$ cat config.mk
export PLATFORM = sky130hd
export DESIGN_NAME = dm_bus_arbiter
export DESIGN_NICKNAME = d
export VERILOG_FILES = /design/src/rtl/dm_bus_arbiter.sv
export SDC_FILE = /design/constraint.sdc
export NUM_CORES = 1
export LEC_CHECK = 0
export CORE_AREA = 2 2 124 126
export DETAILED_ROUTE_END_ITERATION = 10
export DIE_AREA = 0 0 126 128
export GPL_TIMING_DRIVEN = 0
export HOLD_SLACK_MARGIN = 0.1
export PLACE_DENSITY = 0.7
export SLEW_MARGIN = 20
export SYNTH_ARGS = -nofsm -noshare
export SYNTH_HDL_FRONTEND = slang
export SYNTH_SLANG_ARGS = --single-unit
$ cat constraint.sdc
create_clock -name clk_i -period 5.1 [get_ports clk_i]
set_input_delay 0.765 -clock clk_i [delete_from_list [all_inputs] [get_ports clk_i]]
set_output_delay 0.765 -clock clk_i [all_outputs]
set_load 0.03 [all_outputs]
$ cat src/rtl/dm_bus_arbiter.sv
// Shares one system-bus master port between the DM SBA engine (port 0) and an
// auxiliary master (port 1). Round-robin arbitration, one transaction in flight,
// response routed back to the owning port, timeout turns a missing response into
// an error response.
//
// state  | meaning
// -------+---------------------------------------------------------------
// IDLE   | no transaction; grant issued combinationally to the winner
// REQ    | bus_req_o asserted with latched attributes, waiting for bus_gnt_i
// RESP   | waiting for bus_r_valid_i; timeout counter running
module dm_bus_arbiter #(
    parameter int AddrWidth     = 32,
    parameter int DataWidth     = 32,
    parameter int TimeoutCycles = 255
) (
    input  logic                   clk_i,
    input  logic                   rst_ni,
    input  logic                   dmactive_i,

    input  logic                   m0_req_i,
    input  logic [AddrWidth-1:0]   m0_add_i,
    input  logic                   m0_we_i,
    input  logic [DataWidth-1:0]   m0_wdata_i,
    input  logic [DataWidth/8-1:0] m0_be_i,
    output logic                   m0_gnt_o,
    output logic                   m0_r_valid_o,
    output logic                   m0_r_err_o,
    output logic [DataWidth-1:0]   m0_r_rdata_o,

    input  logic                   m1_req_i,
    input  logic [AddrWidth-1:0]   m1_add_i,
    input  logic                   m1_we_i,
    input  logic [DataWidth-1:0]   m1_wdata_i,
    input  logic [DataWidth/8-1:0] m1_be_i,
    output logic                   m1_gnt_o,
    output logic                   m1_r_valid_o,
    output logic                   m1_r_err_o,
    output logic [DataWidth-1:0]   m1_r_rdata_o,

    output logic                   bus_req_o,
    output logic [AddrWidth-1:0]   bus_add_o,
    output logic                   bus_we_o,
    output logic [DataWidth-1:0]   bus_wdata_o,
    output logic [DataWidth/8-1:0] bus_be_o,
    input  logic                   bus_gnt_i,
    input  logic                   bus_r_valid_i,
    input  logic                   bus_r_err_i,
    input  logic [DataWidth-1:0]   bus_r_rdata_i
);

    localparam int BeWidth  = DataWidth / 8;
    localparam int CntWidth = $clog2(TimeoutCycles + 1);
    localparam logic [CntWidth-1:0] CntLast = CntWidth'(TimeoutCycles - 1);

    typedef enum logic [1:0] {
        ST_IDLE = 2'd0,
        ST_REQ  = 2'd1,
        ST_RESP = 2'd2
    } state_e;

    state_e                state_q;
    logic                  owner_q;
    logic                  last_q;
    logic [CntWidth-1:0]   cnt_q;
    logic [AddrWidth-1:0]  add_q;
    logic                  we_q;
    logic [DataWidth-1:0]  wdata_q;
    logic [BeWidth-1:0]    be_q;

    logic                  eff0;
    logic                  eff1;
    logic                  winner;
    logic                  grant;
    logic                  in_resp;
    logic                  done;
    logic                  resp_err;
    logic [DataWidth-1:0]  resp_data;

    // Arbitration, response forwarding and timeout detection. Gated by rst_ni so a
    // cycle held in reset neither captures a request nor delivers a response.
    always_comb begin
        eff0      = m0_req_i & dmactive_i;
        eff1      = m1_req_i;
        winner    = (eff0 & eff1) ? ~last_q : eff1;
        grant     = rst_ni & (state_q == ST_IDLE) & (eff0 | eff1);
        in_resp   = rst_ni & (state_q == ST_RESP);
        // A real response in the timeout cycle takes precedence over the timeout.
        done      = in_resp & (bus_r_valid_i | (cnt_q == CntLast));
        resp_err  = bus_r_valid_i ? bus_r_err_i : 1'b1;
        resp_data = bus_r_valid_i ? bus_r_rdata_i : '0;

        m0_gnt_o     = grant & ~winner;
        m1_gnt_o     = grant & winner;
        m0_r_valid_o = done & ~owner_q;
        m1_r_valid_o = done & owner_q;
        m0_r_err_o   = done & ~owner_q & resp_err;
        m1_r_err_o   = done & owner_q & resp_err;
        m0_r_rdata_o = (done & ~owner_q) ? resp_data : '0;
        m1_r_rdata_o = (done & owner_q) ? resp_data : '0;

        bus_req_o   = (state_q == ST_REQ);
        bus_add_o   = add_q;
        bus_we_o    = we_q;
        bus_wdata_o = wdata_q;
        bus_be_o    = be_q;
    end

    // Transaction sequencing: capture on grant, hand off to the bus, wait for the
    // response. last_q moves on any completion (including timeout) so a port whose
    // target hangs cannot starve the other.
    always_ff @(posedge clk_i) begin
        if (!rst_ni) begin
            state_q <= ST_IDLE;
            owner_q <= 1'b0;
            last_q  <= 1'b1;
            cnt_q   <= '0;
            add_q   <= '0;
            we_q    <= 1'b0;
            wdata_q <= '0;
            be_q    <= '0;
        end else begin
            case (state_q)
                ST_IDLE: begin
                    if (eff0 | eff1) begin
                        owner_q <= winner;
                        add_q   <= winner ? m1_add_i   : m0_add_i;
                        we_q    <= winner ? m1_we_i    : m0_we_i;
                        wdata_q <= winner ? m1_wdata_i : m0_wdata_i;
                        be_q    <= winner ? m1_be_i    : m0_be_i;
                        state_q <= ST_REQ;
                    end
                end
                ST_REQ: begin
                    if (bus_gnt_i) begin
                        cnt_q   <= '0;
                        state_q <= ST_RESP;
                    end
                end
                ST_RESP: begin
                    if (done) begin
                        last_q  <= owner_q;
                        state_q <= ST_IDLE;
                    end else begin
                        cnt_q <= cnt_q + CntWidth'(1);
                    end
                end
                default: state_q <= ST_IDLE;
            endcase
        end
    end

endmodule

==> Word level (Yosys, flattened, before mapping) <==
Index checks and enable logic that the tools add are counted.
{ "totals": {"regBits": 81, "out_inout_bits": 140, "in_bits": 178, "wordCells": 55} }
{ "classes": {"addsub": 1, "n_eq_ne": 7, "muxes": 16, "n_reduce_logical": 6, "bitwise": 17} }
{ "op_table": {"columns": ["op", "count"], "rows": [
  ["32-bit 2-to-1 mux", 5],
  ["8-bit 2-to-1 mux", 2],
  ["8-bit case mux with 2 select lines", 1],
  ["1-bit bitwise AND", 12],
  ["8-bit by 1-bit adder with 8-bit output, second input constant", 1],
  ["8-bit == test, second input constant", 1],
  ["2-bit 2-to-1 mux", 3],
  ["2-bit case mux with 3 select lines", 1],
  ["3-bit AND reduction", 2],
  ["4-bit 2-to-1 mux", 1],
  ["2-bit by 1-bit != test with 1-bit output, second input constant", 2],
  ["2-bit != test, second input constant", 2],
  ["2-bit AND reduction", 2],
  ["1-bit 2-to-1 mux", 3],
  ["1-bit NOT", 3],
  ["2-bit by 1-bit == test with 1-bit output, second input constant", 1],
  ["2-bit == test, second input constant", 1],
  ["2-bit logical NOT", 1],
  ["1-bit bitwise OR", 2],
  ["2-bit nonzero test", 1]
]} }

==> Logic depth before layout (Yosys ltp) <==
Gate-level depths: netlist (run 1).
{ "logic_depth": {"word_depth": 5, "ltp_mapped": 7, "depth_no_buf": 6} }

==> Worst setup path after synthesis (run 1) <==
OpenSTA, ideal clock, no wires.
{ "synth_path": {"kind": "input to output", "from": "input port m0_req_i", "to": "output port m0_gnt_o", "required_ps": 4335, "path_slack_ps": 2335, "n_path_buf": 2, "arrival_ps": 2000, "stages": 5, "path_cell_list": "a21oi_1 nor3_2 clkbuf_1 clkbuf_1 and3_1"} }
{ "synth_between": {"elab_chain_len": 5, "word_cells_on_any_way": 7, "cone_classes": "mux (1); bitwise (6)"} }
{ "synth_rtl": {"columns": ["element", "line", "rtl"], "rows": [
  ["from (decl)", "20", "input logic m0_req_i,"],
  ["1-bit bitwise AND (*)", "82", "eff0 = m0_req_i & dmactive_i;"],
  ["1-bit bitwise AND", "84", "winner = (eff0 & eff1) ? ~last_q : eff1;"],
  ["1-bit 2-to-1 mux", "84", null],
  ["1-bit NOT", "92", "m0_gnt_o = grant & ~winner;"],
  ["1-bit bitwise AND (*)", "92", null],
  ["to (decl)", "25", "output logic m0_gnt_o,"]
]} }
Mark *: on every way between the ends. The rest lies on a longest branch, timed or not.

==> Worst setup path after layout (run 1) <==
{ "layout_path": {"from": "input port m1_req_i", "to": "output port m0_gnt_o"} }
{ "layout_between": {"elab_chain_len": 4, "word_cells_on_any_way": 6, "cone_classes": "mux (1); bitwise (5)"} }
{ "layout_rtl": {"columns": ["element", "line", "rtl"], "rows": [
  ["from (decl)", "30", "input logic m1_req_i,"],
  ["1-bit bitwise AND", "84", null],
  ["1-bit 2-to-1 mux", "84", null],
  ["1-bit NOT", "92", null],
  ["1-bit bitwise AND (*)", "92", null]
]} }
Marks and branches as above.

==> results of run 1 <==
## power breakdown
group | leakage (uW) | total (uW) | switching (uW) | internal (uW)
Sequential | 0.000670 | 735 | 34.8 | 700
Combinational | 0.00207 | 633 | 340 | 293
Clock | 0.000149 | 673 | 266 | 407
## state kept, by name, indices dropped and copies added (netlist names)
register and flops:
cnt_q 8, last_q 1, bus_be_o 4, bus_we_o 1, owner_q 1, bus_add_o 32, state_q 2, bus_wdata_o 32
## final cells by class
cell class,instances,share of cell area
Antenna cell,1,0.0003152
Clock inverter,4,0.006461
Clock buffer,12,0.03230
Buffer,51,0.03561
Inverter,9,0.004255
Timing Repair Buffer,316,0.3984
Tap cell,188,0.02962
Multi-Input combinational cell,434,0.2888
Sequential cell,81,0.2042
## layer usage
metal / up-vias / part of all wire / routed length, um
met5: - / 0 / 0
met4: 0 / 0.019 / 330
met3: 23 / 0.091 / 1608
met2: 234 / 0.51 / 8975
met1: 2395 / 0.38 / 6700
li1: 2610 / - / -
## final timing paths
| kind | end | start | cells past startpoint | slack (ns) |
|---|---|---|---|---|
| max | m0_gnt_o | m1_req_i | 7 | 0.53 |
| min | last_q$_SDFFE_PN1P_ | last_q$_SDFFE_PN1P_ | 1 | 0.48 |
| max reg2reg | bus_wdata_o[12]$_SDFFE_PN0P_ | state_q[1]$_SDFFE_PN0P_ | 5 | 2.85 |
| min reg2reg | last_q$_SDFFE_PN1P_ | last_q$_SDFFE_PN1P_ | 1 | 0.48 |
## synth_stat cells (3+ instances only)
library cell,count
nand2_1,178
dfxtp_1,81
a31oi_1,72
o21ai_0,70
nor2_1,40
clkbuf_1,39
nor2_4,29
inv_1,9
nand3_1,7
a21oi_1,3
and3_1,3
buf_12,3
buf_2,3
nor2b_1,3
or3_1,3
## critical path: stages
cell,delay (ns)
clkdlybuf4s50_1,0.52
a21oi_1,0.08
nor3_2,0.44
clkbuf_1,0.58
clkbuf_1,0.49
and3_1,0.23
clkdlybuf4s50_1,0.69
## cells in the final DEF (no fill, tap or decap), types with 2 or more instances in the layout
cell,n
clkbuf_8,4
clkbuf_16,9
clkdlybuf4s50_1,316
dfxtp_1,81
nor2_1,40
and3_1,3
nor2b_1,3
and2_1,2
a31oi_1,72
dlygate4sd1_1,2
buf_12,3
or3_1,3
o21ai_1,2
nor2_4,29
buf_2,3
o21ai_0,70
o221ai_1,2
nand2_1,178
clkbuf_1,40
ha_1,2
nand3_1,7
inv_1,9
mux2i_1,2
a21oi_1,3
## logic make-up after synthesis
family                   after synthesis  synth area share
AND/OR/NAND/NOR                      271            0.3078
AO/OA/AOI/OAI                        159            0.2235
flip-flops                            81            0.3832
buffers and inverters                 60           0.07481
multiplexers                           2          0.004731
adder cells (fa/ha/maj)                2          0.005913
## through the flow
step | cell area, sq um | power, uW | cells | setup slack (ns) | utilization
6_report | 7940 | 2040 | 1096 | 0.5294 | 0.5342
3_5_place_dp | 7630 | 1382 | 1079 | 0.4466 | 0.5133
5_1_grt | 7940 | 2134 | 1096 | 0.3416 | 0.5342
4_1_cts | 7938 | 2060 | 1095 | 0.4392 | 0.5340
3_3_place_gp | 7630 | 1381 | 1079 | 0.4390 | 0.5133
2_1_floorplan | 4232 | 1046 | 575 | 2.335 | -
==> metrics.txt, run 1 <==
final WL 17620 um; DP Wirelength 13640 um; I/O Buffers ~320; Root Buffer clkbuf_16; GRT Total Usage 0.2115; synthesized area per cell 7.359 sq um; CP startpoint kind primary input; Setup TNS 0 ns; DRC Markers 0; Highest Clock Rate approximately 220 MHz; TritonCTS buffer count 9; layer with the highest usage met2; outcome completed; Syn Nets 755; antenna viol nets, final 0; CORE AREA 14860 sq um; Initial Util 0.2847; die area 16130 sq um; worst-margin pin slew 0.6727 ns; storage element area 1622 sq um; fillers 1437; register area share after synthesis 0.3832; GRT met1 Usage 0.2274; first-pass GRT wire length 27190 um; Hold Vio Cnt, Final 0; Tmin final 4.571 ns; Final #Nets 1082; DR pass1 iterations 4; met2 Use GR 0.3877; CTS tree done; row count 45; synth unique cells 40; largest net degree at the start of global routing 14; buffers inserted by post-CTS timing repair 0; CP max FO 10; area leader, netlist dfxtp_1; Hold Crit Class flop to flop; gpl congestion 0.8285; RSZ-0062 raised after global routing no; First DRT Iteration DRCs 170; maximum clock path buffer count 2; wire length per cell 16.07 um; height of the die about 130 um; required time of the critical path 4.34 ns; flops & latches, synth between 80 and 90; Synth async-reset ratio 0; Clock Pin Slew Worst Setup and Hold Paths approximately 0.06 ns; area of the multi-input gates 2293 sq um; Setup Crit Path Kind primary input to output pin; Slew Limit Fails 0; CTS sink cnt 81; EDFF count, synth 0; hold bufs inserted after CTS 0; P_leak 0.002884 uW; Main synth FF type dfxtp_1; vias in the first global route approximately 5200; crit end category output pin; Post-CTS Resized 0; x dimension of the die 126 um; synth-to-layout area growth 87.64%; Synth area leaders dfxtp_1 (38%), nand2_1 (16%), a31oi_1 (11%); Cells after Synth 575; part of the cycle the worst path needs 0.8962; M3 GR Usage 0.07596; share of cells above drive strength 1 0.06505; hold slack 0.4849 ns; VDD IR max 0.1653 mV; detail-routed via count per cell 4.801; Power Dens Cells 257.0 nW/um^2; insertion delay to the later sink of the worst-skew pair 0.33 ns; Cell Area, Synth 4232 sq um; GR Overflow Total 0; CP Data Arrival Time 3.81 ns; initial antenna violation count 1; vias 5262; Slew headroom 0.5515; Max Clock Skew 0.007214 ns; Ys Warns 0; Max-Cap Viols 0; final setup violation count 0; Synth top area share 0.3832; IO Pins 318; H-tree depth 3
Power figures use the tool's default switching activity.
==> run 2, diff against run 1 <==
--- a/config.mk
+++ b/config.mk
@@ -6,6 +6,7 @@
 export NUM_CORES = 1
 export LEC_CHECK = 0
 export CORE_AREA = 2 2 124 126
+export CTS_CLUSTER_SIZE = 24
 export DETAILED_ROUTE_END_ITERATION = 10
 export DIE_AREA = 0 0 126 128
 export GPL_TIMING_DRIVEN = 0
==> results of run 2 <==
No change in the layout: final DEF, timing and power equal those of run 1.
==> run 3, diff against run 2 <==
--- a/config.mk
+++ b/config.mk
@@ -6,13 +6,13 @@
 export NUM_CORES = 1
 export LEC_CHECK = 0
 export CORE_AREA = 2 2 124 126
+export CTS_BUF_LIST = sky130_fd_sc_hd__clkbuf_16
 export CTS_CLUSTER_SIZE = 24
 export DETAILED_ROUTE_END_ITERATION = 10
 export DIE_AREA = 0 0 126 128
 export GPL_TIMING_DRIVEN = 0
 export HOLD_SLACK_MARGIN = 0.1
 export PLACE_DENSITY = 0.7
-export SLEW_MARGIN = 20
 export SYNTH_ARGS = -nofsm -noshare
 export SYNTH_HDL_FRONTEND = slang
 export SYNTH_SLANG_ARGS = --single-unit
==> run 3 against run 2 <==
Setup slack got worse by 0.0087 ns. Sequential share of layout area increased by 0.052 points. First-iteration DRC count increased by 1.2%. Critical path depth unchanged. Critical path type unchanged. Sequential power about the same. Sequential cell count unchanged. Largest power group unchanged.
==> metrics.txt, run 3 (synthesized netlist as in run 1, its figures left out) <==
Net Sw Frac 0.3197 (+0.005437); Final #Nets 1082 (unchanged); commonest non-fill, non-tap cells in the layout clkdlybuf4s50_1 (316), nand2_1 (178), dfxtp_1 (81), a31oi_1 (72), o21ai_0 (70); GR Overflow Total 0 (unchanged); Slew headroom 0.5635 (+0.01197); DRC Markers 0 (unchanged); TritonCTS buffer count 9 (unchanged); height of the die 128 um (unchanged); Slew Limit Fails 0 (unchanged); buffers inserted by post-CTS timing repair 0 (unchanged); share of cells above drive strength 1 0.06284 (-0.002205); row count 45 (unchanged); vias 5254 (-0.15%); first-pass GRT wire length 27280 um (+0.31%); CORE AREA 14860 sq um (unchanged); Clock Pin Slew Worst Setup and Hold Paths 0.06 ns (about the same); DP Wirelength 13640 um (unchanged); fillers 1439 (+0.14%); vias in the first global route 5198 (+0.25%); initial antenna violation count 1 (unchanged); Initial Util 0.2847 (unchanged); area of the multi-input gates 2293 sq um (unchanged); VDD IR max 0.1654 mV (about the same); Hold Crit Class flop to flop; antenna viol nets, final 0 (unchanged); insertion delay to the later sink of the worst-skew pair 0.33 ns (about the same); CTS tree done; Sw Pwr 642.5 uW (+0.19%); gpl congestion 0.8285 (unchanged); P_leak 0.002877 uW (-0.25%); final WL 17690 um (+0.43%); Setup Crit Path Kind primary input to output pin; Cell Count, Final, Fillers Out 1096 (unchanged); detail-routed via count per cell 4.794 (-0.15%); crit end category output pin; Comb pwr share 0.315 (+0.005); Root Buffer clkbuf_16; Hold Vio Cnt, Final 0 (unchanged); CP startpoint kind primary input; RSZ-0062 raised after global routing no; H-tree depth 3 (unchanged); maximum clock path buffer count 2 (unchanged); outcome completed; First DRT Iteration DRCs 172 (+1.2%); required time of the critical path 4.34 ns (about the same); commonest non-fill, non-tap cell in the layout clkdlybuf4s50_1; CP Data Arrival Time 3.81 ns (about the same); part of the cycle the worst path needs 0.8979 (+0.001708); wire length per cell 16.14 um (+0.43%); DR pass1 iterations 4 (unchanged); final setup violation count 0 (unchanged); Cell Int Power 1367 uW (-2.3%); clock share of power 0.319 (-0.011); sequential power share 0.366 (+0.006); Max-Cap Viols 0 (unchanged); x dimension of the die 126 um (unchanged); I/O Buffers 316 (unchanged); worst-margin pin slew 0.6548 ns (-0.01795 ns); Post-CTS Resized 0 (unchanged); Setup TNS 0 ns (unchanged); Tmin final 4.579 ns (+0.008709 ns); hold bufs inserted after CTS 0 (unchanged); synth-to-layout area growth 87.17%; die area 16130 sq um (unchanged); storage element area 1622 sq um (unchanged); Highest Clock Rate 218.4 MHz (-0.19%); Placed Instances 1079 (unchanged); CP max FO 10 (unchanged); CTS sink cnt 81 (unchanged); Max Clock Skew 0.007326 ns (+0.0001119 ns); IO Pins 318 (unchanged); largest net degree at the start of global routing 14 (unchanged); GRT Total Usage 0.2119 (+0.0003532); Power Dens Cells 253.7 nW/um^2 (-1.3%)
run 3: cell types whose count changed in the layout (fill, tap and decap cells not counted):
cell	previous run	this run
clkbuf_1	40	39
clkbuf_8	4	2
inv_1	9	10
clkinv_1	0	2
run 3: worst paths after layout:
| check | from | endpoint | slack (ns) | cells past startpoint |
|---|---|---|---|---|
| worst max-delay path | m1_req_i | m0_gnt_o | 0.52 | 7 |
| worst min-delay path | last_q$_SDFFE_PN1P_ | last_q$_SDFFE_PN1P_ | 0.48 | 1 |
| worst max register to register | state_q[1]$_SDFFE_PN0P_ | bus_wdata_o[12]$_SDFFE_PN0P_ | 2.86 | 5 |
| worst min register to register | last_q$_SDFFE_PN1P_ | last_q$_SDFFE_PN1P_ | 0.48 | 1 |
run 3: per-layer routing:
layer	part of all wire	wire length [um]	vias to the layer above	track usage
met2	0.51	9015	240	0.3880
met3	0.093	1637	23	0.07596
li1	-	-	2607	-
met1	0.38	6705	2384	0.2282
met5	0	0	-	0
met4	0.019	332	0	0.06529
run 3: stage by stage:
| stage | utilization | setup slack (ns) | total power (uW) | area (sq um) | hold slack, ns |
|---|---|---|---|---|---|
| 4_1_cts | 0.5327 | 0.4392 | 2026 | 7918 | 0.4857 |
| 6_report | 0.5328 | 0.5207 | 2009 | 7920 | 0.4848 |
| 5_1_grt | 0.5328 | 0.3416 | 2101 | 7920 | 0.5122 |
| 3_5_place_dp | 0.5133 | 0.4466 | 1382 | 7630 | 0.4713 |
| 2_1_floorplan | - | 2.335 | 1046 | 4232 | 0.4525 |
| 3_3_place_gp | 0.5133 | 0.4390 | 1381 | 7630 | 0.4665 |
run 3: final cells by class:
class                   count  area share
repair buffers            316      0.3994
multi-input cells         434      0.2896
flip-flops and latches     81      0.2047
plain buffers              51     0.03570
well taps                 188     0.02970
clock buffers               9     0.02844
clock inverters             7    0.007899
inverters                   9    0.004265
diodes                      1   0.0003160
run 3: critical path: stages:
cell and delay, ns:
clkdlybuf4s50_1 0.53, a21oi_1 0.08, nor3_2 0.46, clkbuf_1 0.57, clkbuf_1 0.49, and3_1 0.23, clkdlybuf4s50_1 0.69
run 3: power groups by stage:
stage	clock, uW	combinational (uW)	sequential [uW]
2_1_floorplan	0	178	868
3_3_place_gp	0	636	745
3_5_place_dp	0	635	747
4_1_cts	654	638	734
5_1_grt	681	678	741
6_report	641	633	735
